$ cat config.mk
export PLATFORM = sky130hd
export DESIGN_NAME = inst_mem_loader
export DESIGN_NICKNAME = d
export VERILOG_FILES = /design/src/rtl/loader_pkg.sv /design/src/rtl/byte_word_packer.sv /design/src/rtl/inst_mem_loader.sv
export SDC_FILE = /design/constraint.sdc
export NUM_CORES = 1
export LEC_CHECK = 0
export ABC_AREA = 1
export CAP_MARGIN = 15
export CORE_MARGIN = 3
export CORE_UTILIZATION = 35
export DETAILED_ROUTE_END_ITERATION = 8
export GPL_ROUTABILITY_DRIVEN = 0
export PLACE_DENSITY_LB_ADDON = 0.05
export SYNTH_ARGS = -nofsm -noshare
export SYNTH_HDL_FRONTEND = slang
export SYNTH_SLANG_ARGS = --single-unit
export TNS_END_PERCENT = 20
$ cat constraint.sdc
create_clock -name clk -period 5.94 [get_ports clk]
set_input_delay 1.188 -clock clk [delete_from_list [all_inputs] [get_ports clk]]
set_output_delay 1.188 -clock clk [all_outputs]
set_load 0.1 [all_outputs]
$ cat src/rtl/loader_pkg.sv
// Shared definitions for the instruction-memory program loader.
//   - FSM state encodings (plain constants so older tools see fixed codes)
//   - SYNC_BYTE  : default frame start byte
//   - WORD_BYTES : bytes packed into one instruction word
package loader_pkg;

  typedef logic [2:0] state_t;

  localparam state_t IDLE   = 3'd0;
  localparam state_t CNT_LO = 3'd1;
  localparam state_t CNT_HI = 3'd2;
  localparam state_t DATA   = 3'd3;
  localparam state_t WRITE  = 3'd4;
  localparam state_t DONE   = 3'd5;

  localparam logic [7:0] SYNC_BYTE  = 8'hA5;
  localparam int         WORD_BYTES = 4;

endpackage

$ cat src/rtl/byte_word_packer.sv
// Packs a byte stream into little-endian 32-bit words.
// Ports:
//   clk, rst   : clock, asynchronous active-high reset
//   clr        : clear shift register and byte counter (start of frame)
//   shift      : shift byte_in into the word this cycle
//   byte_in    : incoming byte
//   word_out   : current contents of the shift register
//   last       : the shift in progress fills the final byte of the word
module byte_word_packer
  import loader_pkg::*;
(
  input  logic        clk,
  input  logic        rst,
  input  logic        clr,
  input  logic        shift,
  input  logic [7:0]  byte_in,
  output logic [31:0] word_out,
  output logic        last
);

  logic [1:0] byte_cnt;

  // New bytes enter at the top so the first byte ends up in bits [7:0].
  always_ff @(posedge clk or posedge rst) begin
    if (rst) begin
      word_out <= '0;
      byte_cnt <= '0;
    end else if (clr) begin
      word_out <= '0;
      byte_cnt <= '0;
    end else if (shift) begin
      word_out <= {byte_in, word_out[31:8]};
      byte_cnt <= byte_cnt + 2'd1;
    end
  end

  assign last = shift && (byte_cnt == 2'(WORD_BYTES - 1));

endmodule

$ cat src/rtl/inst_mem_loader.sv
// Program loader: receives a framed byte stream (SYNC, count_lo, count_hi,
// 4*N data bytes), writes the packed words to consecutive instruction RAM
// word addresses from 0, and freezes the CPU while a load is in progress.
// Ports:
//   clk, rst   : clock, asynchronous active-high reset
//   in_valid   : byte-stream valid
//   in_data    : byte-stream data
//   in_ready   : loader accepts a byte this cycle
//   mem_we     : instruction RAM write enable (registered)
//   mem_addr   : byte address {word_idx, 2'b00}
//   mem_wdata  : assembled instruction word
//   cpu_hold   : fetch freeze / pipeline hold
//   load_done  : one-cycle pulse at frame completion
//   overflow   : sticky, frame had more words than the RAM holds
//
// state  | meaning
// IDLE   | hunting for SYNC, other bytes dropped
// CNT_LO | waiting for count[7:0]
// CNT_HI | waiting for count[15:8]
// DATA   | collecting bytes of the current word
// WRITE  | one-cycle RAM write slot, input stalled
// DONE   | one-cycle load_done pulse
module inst_mem_loader
  import loader_pkg::*;
#(
  parameter int         ADDR_W = 10,
  parameter logic [7:0] SYNC   = SYNC_BYTE
) (
  input  logic        clk,
  input  logic        rst,
  input  logic        in_valid,
  input  logic [7:0]  in_data,
  output logic        in_ready,
  output logic        mem_we,
  output logic [31:0] mem_addr,
  output logic [31:0] mem_wdata,
  output logic        cpu_hold,
  output logic        load_done,
  output logic        overflow
);

  localparam logic [16:0] DEPTH = 17'(1) << ADDR_W;

  state_t      state;
  logic [15:0] count;
  // Also serves as the words-received count: both start at zero per frame
  // and advance together, so one register is enough.
  logic [15:0] word_idx;
  logic        accept;
  logic        pk_clr;
  logic        pk_shift;
  logic        pk_last;
  logic [31:0] pk_word;
  logic [31:0] next_word;

  assign in_ready  = state inside {IDLE, CNT_LO, CNT_HI, DATA};
  assign cpu_hold  = (state != IDLE);
  assign load_done = (state == DONE);
  assign accept    = in_valid && in_ready;
  assign pk_clr    = (state == IDLE) && accept && (in_data == SYNC);
  assign pk_shift  = (state == DATA) && accept;

  // The word is registered into mem_wdata on the same edge that takes the
  // fourth byte, so the completed word is formed here rather than waiting
  // for the packer register to catch up.
  assign next_word = {in_data, pk_word[31:8]};

  byte_word_packer u_packer (
    .clk      (clk),
    .rst      (rst),
    .clr      (pk_clr),
    .shift    (pk_shift),
    .byte_in  (in_data),
    .word_out (pk_word),
    .last     (pk_last)
  );

  always_ff @(posedge clk or posedge rst) begin
    if (rst) begin
      state     <= IDLE;
      count     <= '0;
      word_idx  <= '0;
      mem_we    <= 1'b0;
      mem_addr  <= '0;
      mem_wdata <= '0;
      overflow  <= 1'b0;
    end else begin
      mem_we <= 1'b0;
      case (state)
        IDLE: begin
          if (accept && (in_data == SYNC)) begin
            state    <= CNT_LO;
            overflow <= 1'b0;
            word_idx <= '0;
          end
        end
        CNT_LO: begin
          if (accept) begin
            count[7:0] <= in_data;
            state      <= CNT_HI;
          end
        end
        CNT_HI: begin
          if (accept) begin
            count[15:8] <= in_data;
            state       <= ({in_data, count[7:0]} == 16'd0) ? DONE : DATA;
          end
        end
        DATA: begin
          if (pk_last) begin
            state <= WRITE;
            if ({1'b0, word_idx} < DEPTH) begin
              mem_we    <= 1'b1;
              mem_addr  <= {14'd0, word_idx, 2'b00};
              mem_wdata <= next_word;
            end else begin
              overflow <= 1'b1;
            end
          end
        end
        WRITE: begin
          word_idx <= word_idx + 16'd1;
          state    <= ((word_idx + 16'd1) == count) ? DONE : DATA;
        end
        DONE:    state <= IDLE;
        default: state <= IDLE;
      endcase
    end
  end

endmodule
**Word level (Yosys, flattened, before mapping)**

Index checks and enable logic that the tools add are counted.

- Flip-flop bits (word level): 119
- Logic and storage cells: 65

- $add $sub $neg: 2
- Magnitude comparators: 1
- Eq/ne operators: 13
- Mux-type cells: 20
- Reduce and logical (&&, ||, !) cells: 19

Operators with widths:

| operator | count |
|---|---|
| 32-bit 2-to-1 mux | 2 |
| 16-bit case mux with 2 select lines | 1 |
| 3-bit 2-to-1 mux | 6 |
| 16-bit by 1-bit adder with 16-bit output, second input constant | 1 |
| 16-bit equality test | 1 |
| 16-bit logical NOT | 1 |
| 16-bit by 11-bit less-than comparator with 1-bit output, second input constant | 1 |
| 16-bit 2-to-1 mux | 1 |
| 3-bit case mux with 5 select lines | 1 |
| 8-bit equality test, second input constant | 1 |
| 2-bit inequality test, second input constant | 4 |
| 4-bit AND reduction | 2 |
| 3-bit by 2-bit equality test with 1-bit output, second input constant | 2 |
| 3-bit equality test, second input constant | 2 |
| 1-bit logical AND | 6 |
| 1-bit 2-to-1 mux | 6 |
| 2-bit AND reduction | 3 |
| 2-bit nonzero test | 3 |
| 2-bit 2-to-1 mux | 2 |
| 4-bit nonzero test | 1 |
| 3-bit by 1-bit equality test with 1-bit output, second input constant | 1 |
| 3-bit logical NOT | 1 |
| 3-bit AND reduction | 1 |
| 3-bit nonzero test | 1 |
| other kinds (4) | 4 |

**Logic depth before layout (Yosys ltp)**

Gate-level depths: netlist of run 1.

- Depth after elaboration: 7
- Mapped depth: 16
- Gate-level depth less buffers: 16

**Modules after synthesis**

A second synthesis of run 1 with hierarchy kept.

- Cells, all modules: 670
- Area, all modules: 5615.4 um^2

By module, submodules not included:

| module | times used | cells an instance | area each (um^2) |
|---|---|---|---|
| inst_mem_loader | 1 | 517 | 4122.7 |
| byte_word_packer | 1 | 153 | 1492.7 |

**Least setup slack after synthesis of run 1**

No wires, ideal clock.

- Kind: register -> output
- Start: register state[2]
- End: output load_done
- Arrival: 3025 ps
- Data required time: 4752 ps
- Setup slack: 1727 ps
- Cell stages (with the launch flop): 3
- Buffers on the path: 0
- Cell sequence: dfrtp_1 inv_1 nor3_1

- Word-level cells in the longest chain between the ends: 1

RTL lines:

| what | RTL line | source |
|---|---|---|
| start: declaration | inst_mem_loader.sv:44 | `state_t state;` |
| start signal: assignment | inst_mem_loader.sv:106 | `state <= ({in_data, count[7:0]} == 16'd0) ? DONE : DATA;` |
| start signal: assignment | inst_mem_loader.sv:123 | `state <= ((word_idx + 16'd1) == count) ? DONE : DATA;` |
| 3-bit equality test | inst_mem_loader.sv:58 | `assign load_done = (state == DONE);` |
| end: declaration | inst_mem_loader.sv:38 | `output logic load_done,` |

Every way passes these cells.

**Worst setup path in the final report of run 1**

- Start: register state[0]
- End: output cpu_hold

- Word-level cells in the longest chain between the ends: 1

RTL lines:

| what | RTL line | source |
|---|---|---|
| 3-bit nonzero test | inst_mem_loader.sv:57 | `assign cpu_hold = (state != IDLE);` |
| end: declaration | inst_mem_loader.sv:37 | `output logic cpu_hold,` |

Every way passes these cells.

==> metrics.md, run 1 <==
| Metric | Value |
|---|---|
| FFs w/ async S/R, synth | `100.0%` |
| Class of the worst hold path | `flop to flop` |
| Vias per cell | `4.685` |
| PortBufs | `63` |
| Top-area cell type share of the netlist area | `53.71%` |
| Die ar. | `16270 µm²` |
| Unrepaired setup endpoints after global routing | `false` |
| DRT Pass-1 Iters | `4` |
| Gate Count Post-Synth | `634` |
| Crit path launch | `state[0]$_DFFE_PP0P_` |
| Fin crit period | `3.464 ns` |
| Worst Tran Pin Value | `0.9801 ns` |
| Max Freq | `288.7 MHz` |
| Final instance area | `6207 µm²` |
| Area growth syn-to-layout | `20.03%` |
| DRC | `0` |
| Static Leak | `3.024 nW` |
| VDD IR-drop max | `0.3194 mV` |
| Vias in the first global route | `4054` |
| Seq/Total Area, Yosys | `53.71%` |
| Worst Path Max Fanout | `6` |
| Req. time, crit path | `4.75 ns` |
| Post-detail-place hpwl | `8629 µm` |
| CTS Buf Count | `9` |
| Die height | `127.6 µm` |
| Post-DP Area | `5922 µm²` |
| Total global-route track usage | `15.93%` |
| Initial DRC count | `190` |
| Max cap viols | `0` |
| Vias | `4123` |
| Crit path kind | `flop to output pin` |
| Post-Route WL | `12240 µm` |
| Critical path endpoint category | `output pin` |
| Rows | `43` |
| Setup Skew | `0.008160 ns` |
| Deepest clock path buffer count | `2` |
| Most frequent cell after synthesis | `nand2_1` |
| Commonest cells in the netlist | `nand2_1, dfrtp_1, inv_1` |
| YS warnings | `0` |
| Cts repair resizes | `0` |
| Hold path start | `u_packer.word_out[14]$_DFFE_PP0P_` |
| N_diodes | `0` |
| Status | `completed` |
| PD cells | `498.2 nW/µm²` |
| Initial Util | `36.55%` |
| Core Area | `14150 µm²` |
| Final Setup Violations | `0` |
| Reg2Reg Capture Point | `mem_wdata[4]$_DFFE_PP0P_` |
| Flops & latches, synth | `111` |
| Mapped cell area | `5171 µm²` |
| Hold Fails Final Rpt | `0` |
| Layout Nets | `708` |
| Remaining Overflow, GRT | `0` |
| Worst R2R Path Depth | `9` |
| Avg Cell Area, Syn | `8.156 µm²` |
| Die width | `127.6 µm` |
| Initial antenna violation count | `0` |
| CTS tree | `yes` |
| Clk sink count | `111` |
| Setup slack, reg-to-reg | `3.43 ns` |
| First-pass GRT wire length | `20590 µm` |
| H-tree lvl count | `3` |
| Hold path depth | `2` |
| Setup Buffers After CTS | `0` |
| Clock slew at reported path FFs | `0.07 ns` |
| Synth Flop Type | `dfrtp_1` |
| Layout cell share with drive strength beyond 1 | `6.000%` |
| CTS root buffer | `clkbuf_16` |
| Hold_buf cts | `0` |
| Slew headroom | `34.46%` |
| Critical Path AT | `2.28 ns` |
| Post-synth EDFFs | `0` |
| End point of the critical path | `cpu_hold` |
| Avg WL per Cell | `13.91 µm` |
| Final cycle utilization of the critical path | `58.32%` |
| Crit path launch type | `flop` |
| Synth area leader | `dfrtp_1` |
| Setup TNS | `0 ns` |
| IO Count | `80` |
| Crit Reg-Reg Startpoint | `state[2]$_DFFE_PP0P_` |
| Final Slew Violations | `0` |
| Pin count of the biggest net entering global routing | `76` |
| Clock Latency Late Sink | `0.36 ns` |
| Ranking of synthesized cells by area | `dfrtp_1, nand2_1, inv_1` |
| Final ANT Viol Nets | `0` |
| Netlist cell types | `28` |
-- cells by family after synthesis --
kind of cell               Yosys count  synth area share (%)
AOI/OAI and AO/OA                  101                 10.31
and+or+nand+nor                    283                 23.49
buffers and inverters              133                 11.15
xor gates and xnor gates             3                0.7743
other                                1               0.07252
DFF                                111                 53.71
adders and majority gates            2                0.4838
-- layout make-up --
| cell class | instances | area [µm²] |
|---|---|---|
| Inverter | 100 | 377.9 |
| Fill cell | 1424 | 7943 |
| Multi-Input combinational cell | 405 | 1873 |
| Clock buffer | 11 | 242.7 |
| Tap cell | 180 | 225.2 |
| Sequential cell | 111 | 2778 |
| Clock inverter | 5 | 42.54 |
| Timing Repair Buffer | 68 | 668.1 |
-- critical path, cell delays in order (launching register included) --
cell and delay, ns:
dfrtp_1 0.44, nor2_1 0.15, inv_2 0.07, nor2_1 0.21
inv_1 0.08, clkdlybuf4s50_1 0.97
-- layer usage --
metal  part of all wire, %  global-route usage [%]  up-vias
li1                      -                       -     2102
met2                    43                   23.78       84
met3                   4.8                   2.550       10
met1                    50                   23.38     1927
met4                   1.3                   5.804        0
met5                     0                       0        -
-- layout by cell type, fill, tap and decap left out, drive strengths merged, types with 5 or more instances in the layout --
master           n
o22ai           13
a21oi           28
nand3b           5
clkdlybuf4s50   63
o21ai           59
nand4            9
buf              5
clkbuf          11
dfrtp          111
conb            16
inv            101
nand2          170
nand3           31
nor2            60
-- per-stage QoR --
stage	hold slack, ns	util [%]	setup WS [ns]	cells	power (W)
4_1_cts	0.4840	43.87	2.458	880	0.003125
5_1_grt	0.5123	43.87	2.370	880	0.003296
3_3_place_gp	0.4567	41.85	2.489	864	0.002515
3_5_place_dp	0.4643	41.85	2.438	864	0.002525
2_1_floorplan	0.4422	-	1.727	649	0.002201
6_report	0.4791	43.87	2.476	880	0.003092
-- how the worst min path moves through the flow --
stage	to	slack, ns
2_1_floorplan	mem_wdata[0]$_DFFE_PP0P_	0.44
3_3_place_gp	mem_wdata[6]$_DFFE_PP0P_	0.46
3_5_place_dp	mem_wdata[3]$_DFFE_PP0P_	0.46
4_1_cts	mem_wdata[7]$_DFFE_PP0P_	0.48
5_1_grt	u_packer.word_out[21]$_DFFE_PP0P_	0.51
6_report	mem_wdata[6]$_DFFE_PP0P_	0.48
-- state kept, by name, summed over array words and instances (netlist names) --
signal and cells:
count 16, mem_addr 16, mem_wdata 32, mem_we 1
overflow 1, state 3, u_packer.byte_cnt 2, u_packer.word_out 24
word_idx 16
-- power by group --
part / switching, W / internal (W)
sequential: 0.000157 / 0.000962
combinational: 0.00104 / 0.000340
clock: 0.000289 / 0.000301
total: 0.00149 / 0.00160
Power figures use the tool's default switching activity.
==> run 2: changes to the inputs <==
==> constraint.sdc (replaced) <==
create_clock -name clk -period 3.3 [get_ports clk]
set_input_delay 0.66 -clock clk [delete_from_list [all_inputs] [get_ports clk]]
set_output_delay 0.66 -clock clk [all_outputs]
set_load 0.1 [all_outputs]
==> run 2 against run 1 <==
  * Worst hold slack worse by 0.0018 ns
  * Sequential power rose by 80%
  * Routed wire length decreased by 0.91%
  * Cell count increased by 0.11%
  * Non-clock buffer count increased by 1
==> metrics.md, run 2 (synthesis results as in run 1) <==
| Metric | Value |
|---|---|
| Status | `completed (unchanged)` |
| Hold Fails Final Rpt | `0 (unchanged)` |
| Die width | `127.6 µm (unchanged)` |
| Vias in the first global route | `3836 (was 4054)` |
| Dpl cells | `865 (was 864)` |
| PnR worst setup slack | `1.104 ns (was 2.476 ns)` |
| CP Buf/Inv Count | `2 (was 3)` |
| Crit path depth | `10 (was 5)` |
| Layout cell share with drive strength beyond 1 | `13.98% (was 6.000%)` |
| Unrepaired setup endpoints after global routing | `false (unchanged)` |
| PD cells | `902.6 nW/µm² (was 498.2 nW/µm²)` |
| Post-Route WL | `12130 µm (was 12240 µm)` |
| Total global-route track usage | `15.42% (was 15.93%)` |
| Hold_buf cts | `0 (unchanged)` |
| Cts repair resizes | `0 (unchanged)` |
| Die ar. | `16270 µm² (unchanged)` |
| Rows | `43 (unchanged)` |
| Hold path start | `u_packer.word_out[15]$_DFFE_PP0P_ (was u_packer.word_out[14]$_DFFE_PP0P_)` |
| Post-DP Area | `5816 µm² (was 5922 µm²)` |
| Vias per cell | `4.658 (was 4.685)` |
| CTS tree | `yes (unchanged)` |
| Die height | `127.6 µm (unchanged)` |
| Crit path launch type | `input port (was flop)` |
| Remaining Overflow, GRT | `0 (unchanged)` |
| CP max stage delay | `0.60 ns (was 0.97 ns)` |
| Final ANT Viol Nets | `0 (unchanged)` |
| Core Area | `14150 µm² (unchanged)` |
| Final instance area | `6096 µm² (was 6207 µm²)` |
| Pin count of the biggest net entering global routing | `112 (was 76)` |
| Worst Path Max Fanout | `16 (was 6)` |
| Area growth syn-to-layout | `17.88% (was 20.03%)` |
| Worst R2R Path Depth | `9 (unchanged)` |
| Setup TNS | `0 ns (unchanged)` |
| Top reg by flops | `mem_wdata (unchanged)` |
| N_diodes | `0 (unchanged)` |
| Layout Nets | `709 (was 708)` |
| Static Leak | `3.117 nW (was 3.024 nW)` |
| Met3 Use GR | `3.972% (was 2.550%)` |
| Cell Chain, Critical Path | `clkdlybuf4s50_1 -> inv_2 -> nor2_1 -> nand3_1 -> nor2_1 -> nand2_1 -> a21oi_2 -> nand2_1 -> nand2_4 -> o22ai_1 (was nor2_1 -> inv_2 -> nor2_1 -> inv_1 -> clkdlybuf4s50_1)` |
| Clk sink count | `111 (unchanged)` |
| Met2 Use GR | `22.92% (was 23.78%)` |
| Hold slack | `0.4773 ns (was 0.4791 ns)` |
| Top Registers | `mem_wdata (32), u_packer.word_out (24) (unchanged)` |
| Worst path slowest cell | `clkdlybuf4s50_1 (unchanged)` |
| Setup Skew | `0.01176 ns (was 0.008160 ns)` |
| Final Setup Violations | `0 (unchanged)` |
| H-tree lvl count | `3 (unchanged)` |
| First-pass GRT wire length | `19850 µm (was 20590 µm)` |
| Clock slew at reported path FFs | `0.08 ns (was 0.07 ns)` |
| Max cap viols | `0 (unchanged)` |
| End point of the critical path | `word_idx[1]$_DFFE_PP0P_ (was cpu_hold)` |
| Commonest non-fill, non-tap cells in the layout | `nand2_1, dfrtp_1, inv_1 (unchanged)` |
| Clock Latency Late Sink | `0.35 ns (was 0.36 ns)` |
| Critical Path AT | `2.40 ns (was 2.28 ns)` |
| Setup slack, reg-to-reg | `1.19 ns (was 3.43 ns)` |
| Critical path endpoint category | `flop (was output pin)` |
| DRT Pass-1 Iters | `5 (was 4)` |
| Setup Buffers After CTS | `0 (unchanged)` |
| Req. time, crit path | `3.51 ns (was 4.75 ns)` |
| Crit Reg-Reg Startpoint | `state[2]$_DFFE_PP0P_ (unchanged)` |
| VDD IR-drop max | `0.6692 mV (was 0.3194 mV)` |
| Max reg flops | `32 (unchanged)` |
| Dpl ws | `0.7317 ns (was 2.438 ns)` |
| Final Slew Violations | `0 (unchanged)` |
| Post-detail-place hpwl | `8487 µm (was 8629 µm)` |
| IO Count | `80 (unchanged)` |
| Vias | `4104 (was 4123)` |
| Reg2Reg Capture Point | `mem_wdata[29]$_DFFE_PP0P_ (was mem_wdata[4]$_DFFE_PP0P_)` |
| DRC | `0 (unchanged)` |
| CTS Buf Count | `9 (unchanged)` |
| Crit path kind | `input port to flop (was flop to output pin)` |
| Max Freq | `455.5 MHz` |
| Crit path launch | `in_valid (was state[0]$_DFFE_PP0P_)` |
| Final cycle utilization of the critical path | `66.53%` |
| CTS root buffer | `clkbuf_16 (unchanged)` |
| Initial DRC count | `245 (was 190)` |
| CP top delay family | `simple AND/OR/NAND/NOR gates (was buffers and inverters)` |
| Class of the worst hold path | `flop to flop (unchanged)` |
| Global route hottest layer | `met2 (unchanged)` |
| Slew headroom | `58.66% (was 34.46%)` |
| Commonest non-fill, non-tap cell in the layout | `nand2_1 (unchanged)` |
| Avg WL per Cell | `13.77 µm (was 13.91 µm)` |
| Initial Util | `36.55% (unchanged)` |
| Post-route insts no fill | `881 (was 880)` |
| PortBufs | `63 (unchanged)` |
| Deepest clock path buffer count | `2 (unchanged)` |
| Met1 GRT Util | `22.49% (was 23.38%)` |
| Worst Tran Pin Value | `0.6201 ns (was 0.9801 ns)` |
| Fin crit period | `2.196 ns` |
| Initial antenna violation count | `0 (unchanged)` |
-- run 2: power breakdown --
part | internal (W) | leakage, nW | switching, W
logic | 0.000565 | 1.51 | 0.00187
registers | 0.00173 | 1.47 | 0.000284
clock network | 0.000523 | 0.138 | 0.000533
total | 0.00282 | 3.12 | 0.00268
-- run 2: tightest hold or removal path, delay by kind of cell (launching register included) --
kind / cells / cell delay [ns]
AND/OR/NAND/NOR: 2 / 0.09
flip-flops: 1 / 0.35
-- run 2: layer usage --
metal / vias to the layer above / wire length, µm
li1: 2092 / -
met1: 1925 / 6149
met2: 81 / 5397
met3: 6 / 490
met4: 0 / 95
met5: - / 0
-- run 2: worst min-delay path by stage --
stage	end	slack (ns)	depth (start not counted)
after global routing	u_packer.word_out[17]$_DFFE_PP0P_	0.50	2
after floorplan	mem_wdata[0]$_DFFE_PP0P_	0.44	2
final	mem_wdata[7]$_DFFE_PP0P_	0.48	2
after detailed placement	u_packer.word_out[20]$_DFFE_PP0P_	0.46	2
after CTS	u_packer.word_out[20]$_DFFE_PP0P_	0.48	2
after global placement	u_packer.word_out[16]$_DFFE_PP0P_	0.46	2
-- run 2: final cells by class --
class / instances / area, µm²
inverters: 100 / 379.1
clock buffers: 9 / 225.2
fillers: 1456 / 8054
repair buffers: 69 / 555.5
well taps: 180 / 225.2
flip-flops and latches: 111 / 2778
clock inverters: 7 / 55.05
multi-input cells: 405 / 1878
-- run 2: stage by stage --
stage | util [%] | power, W
after detailed placement | 41.10 | 0.004497
after CTS | 43.08 | 0.005574
after global routing | 43.08 | 0.005869
after global placement | 41.10 | 0.004477
after floorplan | - | 0.003966
final | 43.08 | 0.005502
==> run 3: changes to the inputs <==
==> constraint.sdc (replaced) <==
create_clock -name clk -period 2.01 [get_ports clk]
set_input_delay 0.402 -clock clk [delete_from_list [all_inputs] [get_ports clk]]
set_output_delay 0.402 -clock clk [all_outputs]
set_load 0.1 [all_outputs]
==> run 3 against run 2 <==
  * Largest power group unchanged
  * Critical endpoint is now state[1]$_DFFE_PP0P_
  * Clock-buffer cell count grew 2
  * Global-route usage grew 0.34 points
  * Power grew 68%
  * Worst setup slack lost 0.98 ns
  * Clock skew shrank 0.00095 ns
  * Via count grew 1.9%
  * Highest routed layer unchanged
==> metrics.md, run 3 (synthesis results as in run 1) <==
| Metric | Value |
|---|---|
| Status | `completed (unchanged)` |
| IO Count | `80 (unchanged)` |
| Deepest clock path buffer count | `2 (unchanged)` |
| Initial Util | `36.55% (unchanged)` |
| Clock Latency Late Sink | `0.35 ns (about the same)` |
| Fillers | `1444 (was 1456)` |
| Die ar. | `16270 µm² (unchanged)` |
| Commonest non-fill, non-tap cell in the layout | `nand2_1 (unchanged)` |
| Post-DP Area | `5996 µm² (was 5816 µm²)` |
| Pint | `0.004808 W (was 0.002820 W)` |
| VDD IR-drop max | `0.8039 mV (was 0.6692 mV)` |
| Worst R2R Path Depth | `14 (was 9)` |
| Dpl cells | `879 (was 865)` |
| Most frequent CP cell | `nand2_1` |
| Initial DRC count | `170 (was 245)` |
| Final ANT Viol Nets | `0 (unchanged)` |
| Post-detail-place hpwl | `8821 µm (was 8487 µm)` |
| Layout cell share with drive strength beyond 1 | `17.15% (was 13.98%)` |
| Initial antenna violation count | `0 (unchanged)` |
| Clk sink count | `111 (unchanged)` |
| Remaining Overflow, GRT | `0 (unchanged)` |
| Sw Pwr | `0.004429 W (was 0.002682 W)` |
| Vias per cell | `4.660 (was 4.658)` |
| Final instance area | `6339 µm² (was 6096 µm²)` |
| Setup slack, reg-to-reg | `0.13 ns (was 1.19 ns)` |
| Clock slew at reported path FFs | `0.08 ns (about the same)` |
| DRC | `0 (unchanged)` |
| Top reg by flops | `mem_wdata (unchanged)` |
| Final Core Density | `44.80% (was 43.08%)` |
| Post-route insts no fill | `897 (was 881)` |
| End point of the critical path | `state[1]$_DFFE_PP0P_ (was word_idx[1]$_DFFE_PP0P_)` |
| Max reg flops | `32 (unchanged)` |
| N_diodes | `0 (unchanged)` |
| Pin count of the biggest net entering global routing | `56 (was 112)` |
| Unrepaired setup endpoints after global routing | `true (was false)` |
| Vias | `4180 (was 4104)` |
| CTS tree | `yes (unchanged)` |
| DRT Pass-1 Iters | `4 (was 5)` |
| Final Slew Violations | `0 (unchanged)` |
| Worst path slowest cell | `dfrtp_1 (was clkdlybuf4s50_1)` |
| PortBufs | `63 (unchanged)` |
| Critical path endpoint category | `flop (unchanged)` |
| Rows | `43 (unchanged)` |
| Die height | `127.6 µm (unchanged)` |
| Clock group share of total power | `19.1% (was 19.2%)` |
| Fin crit period | `1.882 ns` |
| Class of the worst hold path | `input port to asynchronous set/reset pin (was flop to flop)` |
| Sequential share of power | `35.7% (was 36.6%)` |
| Final Setup Violations | `0 (unchanged)` |
| Area growth syn-to-layout | `22.57% (was 17.88%)` |
| Crit path depth | `14 (was 10)` |
| Max Freq | `531.3 MHz` |
| Crit path launch type | `flop (was input port)` |
| Hold Fails Final Rpt | `0 (unchanged)` |
| Max cap viols | `0 (unchanged)` |
| PD cells | `1457 nW/µm² (was 902.6 nW/µm²)` |
| CTS root buffer | `clkbuf_16 (unchanged)` |
| Die width | `127.6 µm (unchanged)` |
| Switching part of the total | `47.95% (was 48.75%)` |
| Avg WL per Cell | `13.58 µm (was 13.77 µm)` |
| Hold_buf cts | `0 (unchanged)` |
| CP top delay family | `simple AND/OR/NAND/NOR gates (unchanged)` |
| Req. time, crit path | `2.26 ns (was 3.51 ns)` |
| Vias in the first global route | `4115 (was 3836)` |
| Crit path launch | `word_idx[0]$_DFFE_PP0P_ (was in_valid)` |
| Power share of the combinational group | `45.2% (was 44.2%)` |
| CTS Buf Count | `9 (unchanged)` |
| Cell Chain, Critical Path | `ha_2 -> nand2_2 -> nor2_4 -> nand4_1 -> nand2_1 -> nand2_1 -> nand2_1 -> nand2_1 -> nor2_2 -> nand3_1 -> nand2_1 -> nand2_1 -> nand2_1 -> nand2_1 (was clkdlybuf4s50_1 -> inv_2 -> nor2_1 -> nand3_1 -> nor2_1 -> nand2_1 -> a21oi_2 -> nand2_1 -> nand2_4 -> o22ai_1)` |
| CP max stage delay | `0.36 ns (was 0.60 ns)` |
| Core Area | `14150 µm² (unchanged)` |
| Crit Reg-Reg Startpoint | `word_idx[0]$_DFFE_PP0P_ (was state[2]$_DFFE_PP0P_)` |
| H-tree lvl count | `3 (unchanged)` |
| Total power | `0.009236 W (was 0.005502 W)` |
| Static Leak | `3.223 nW (was 3.117 nW)` |
| Worst Path Max Fanout | `6 (was 16)` |
| Final cycle utilization of the critical path | `93.63%` |
| Commonest non-fill, non-tap cells in the layout | `nand2_1, dfrtp_1, inv_1 (unchanged)` |
| Post-Route WL | `12180 µm (was 12130 µm)` |
| Critical Path AT | `2.13 ns (was 2.40 ns)` |
| CP Buf/Inv Count | `0 (was 2)` |
| Hold slack | `0.3585 ns (was 0.4773 ns)` |
| Layout Nets | `725 (was 709)` |
| Crit path kind | `flop to flop (was input port to flop)` |
| Reg2Reg Capture Point | `state[1]$_DFFE_PP0P_ (was mem_wdata[29]$_DFFE_PP0P_)` |
| Top Registers | `mem_wdata (32), u_packer.word_out (24) (unchanged)` |
| Setup Skew | `0.01081 ns (was 0.01176 ns)` |
| First-pass GRT wire length | `20420 µm (was 19850 µm)` |
| Total global-route track usage | `15.76% (was 15.42%)` |
[run 3: changes by cell type in the layout (fill, tap and decap cells not counted), moves of 3 or more]
cell	before	now
buf_12	1	7
buf_4	58	68
dfrtp_1	111	108
dfrtp_2	0	3
nor2_1	51	47
nor2_4	3	6
[run 3: worst min-delay path by stage]
stage,startpoint,end,slack [ns],cells past startpoint
finish,rst,u_packer.word_out[17]$_DFFE_PP0P_,0.36,2
global route,rst,u_packer.word_out[17]$_DFFE_PP0P_,0.38,2
global placement,u_packer.word_out[10]$_DFFE_PP0P_,mem_wdata[2]$_DFFE_PP0P_,0.46,2
CTS,rst,u_packer.word_out[16]$_DFFE_PP0P_,0.35,2
floorplan,u_packer.word_out[8]$_DFFE_PP0P_,mem_wdata[0]$_DFFE_PP0P_,0.44,2
detailed placement,u_packer.word_out[14]$_DFFE_PP0P_,mem_wdata[6]$_DFFE_PP0P_,0.46,2
[run 3: through the flow]
stage	setup slack, ns	setup TNS [ns]
after floorplan	-0.5505	-1.085
after global placement	-0.06995	-1.516
after detailed placement	-0.1183	-2.825
after CTS	0.02459	0
after global routing	-0.07784	-0.1142
final	0.1280	0
[run 3: layout make-up]
type                       count  area, µm²  share of cell area [%]
sequential                   111       2781                   43.88
multi-input combinational    405       1913                   30.18
timing repair buffer          85      750.7                   11.84
inverter                     100      379.1                   5.981
clock buffer                  11      242.7                   3.829
tap                          180      225.2                   3.553
clock inverter                 5      46.29                  0.7304
[run 3: timing repair]
action,CTS,global route
setup endpoints to repair,1,3
buffers inserted,0,2
gates resized for setup,1,13
endpoints found under the hold margin,0,0
pin swaps,0,2
gates cloned,0,0
[run 3: power groups by stage]
stage | Combinational (W) | Sequential, W | Clock [W]
finish | 0.00417 | 0.00330 | 0.00176
global route | 0.00452 | 0.00338 | 0.00192
CTS | 0.00421 | 0.00330 | 0.00183
detailed placement | 0.00420 | 0.00334 | 0
global placement | 0.00416 | 0.00333 | 0
floorplan | 0.00174 | 0.00477 | 0
[run 3: routing by layer]
| layer | share of wire, % | track usage, % |
|---|---|---|
| met4 | 1.6 | 5.868 |
| met3 | 3.8 | 2.467 |
| met2 | 44 | 24.34 |
| met1 | 51 | 22.39 |
| met5 | 0 | 0 |
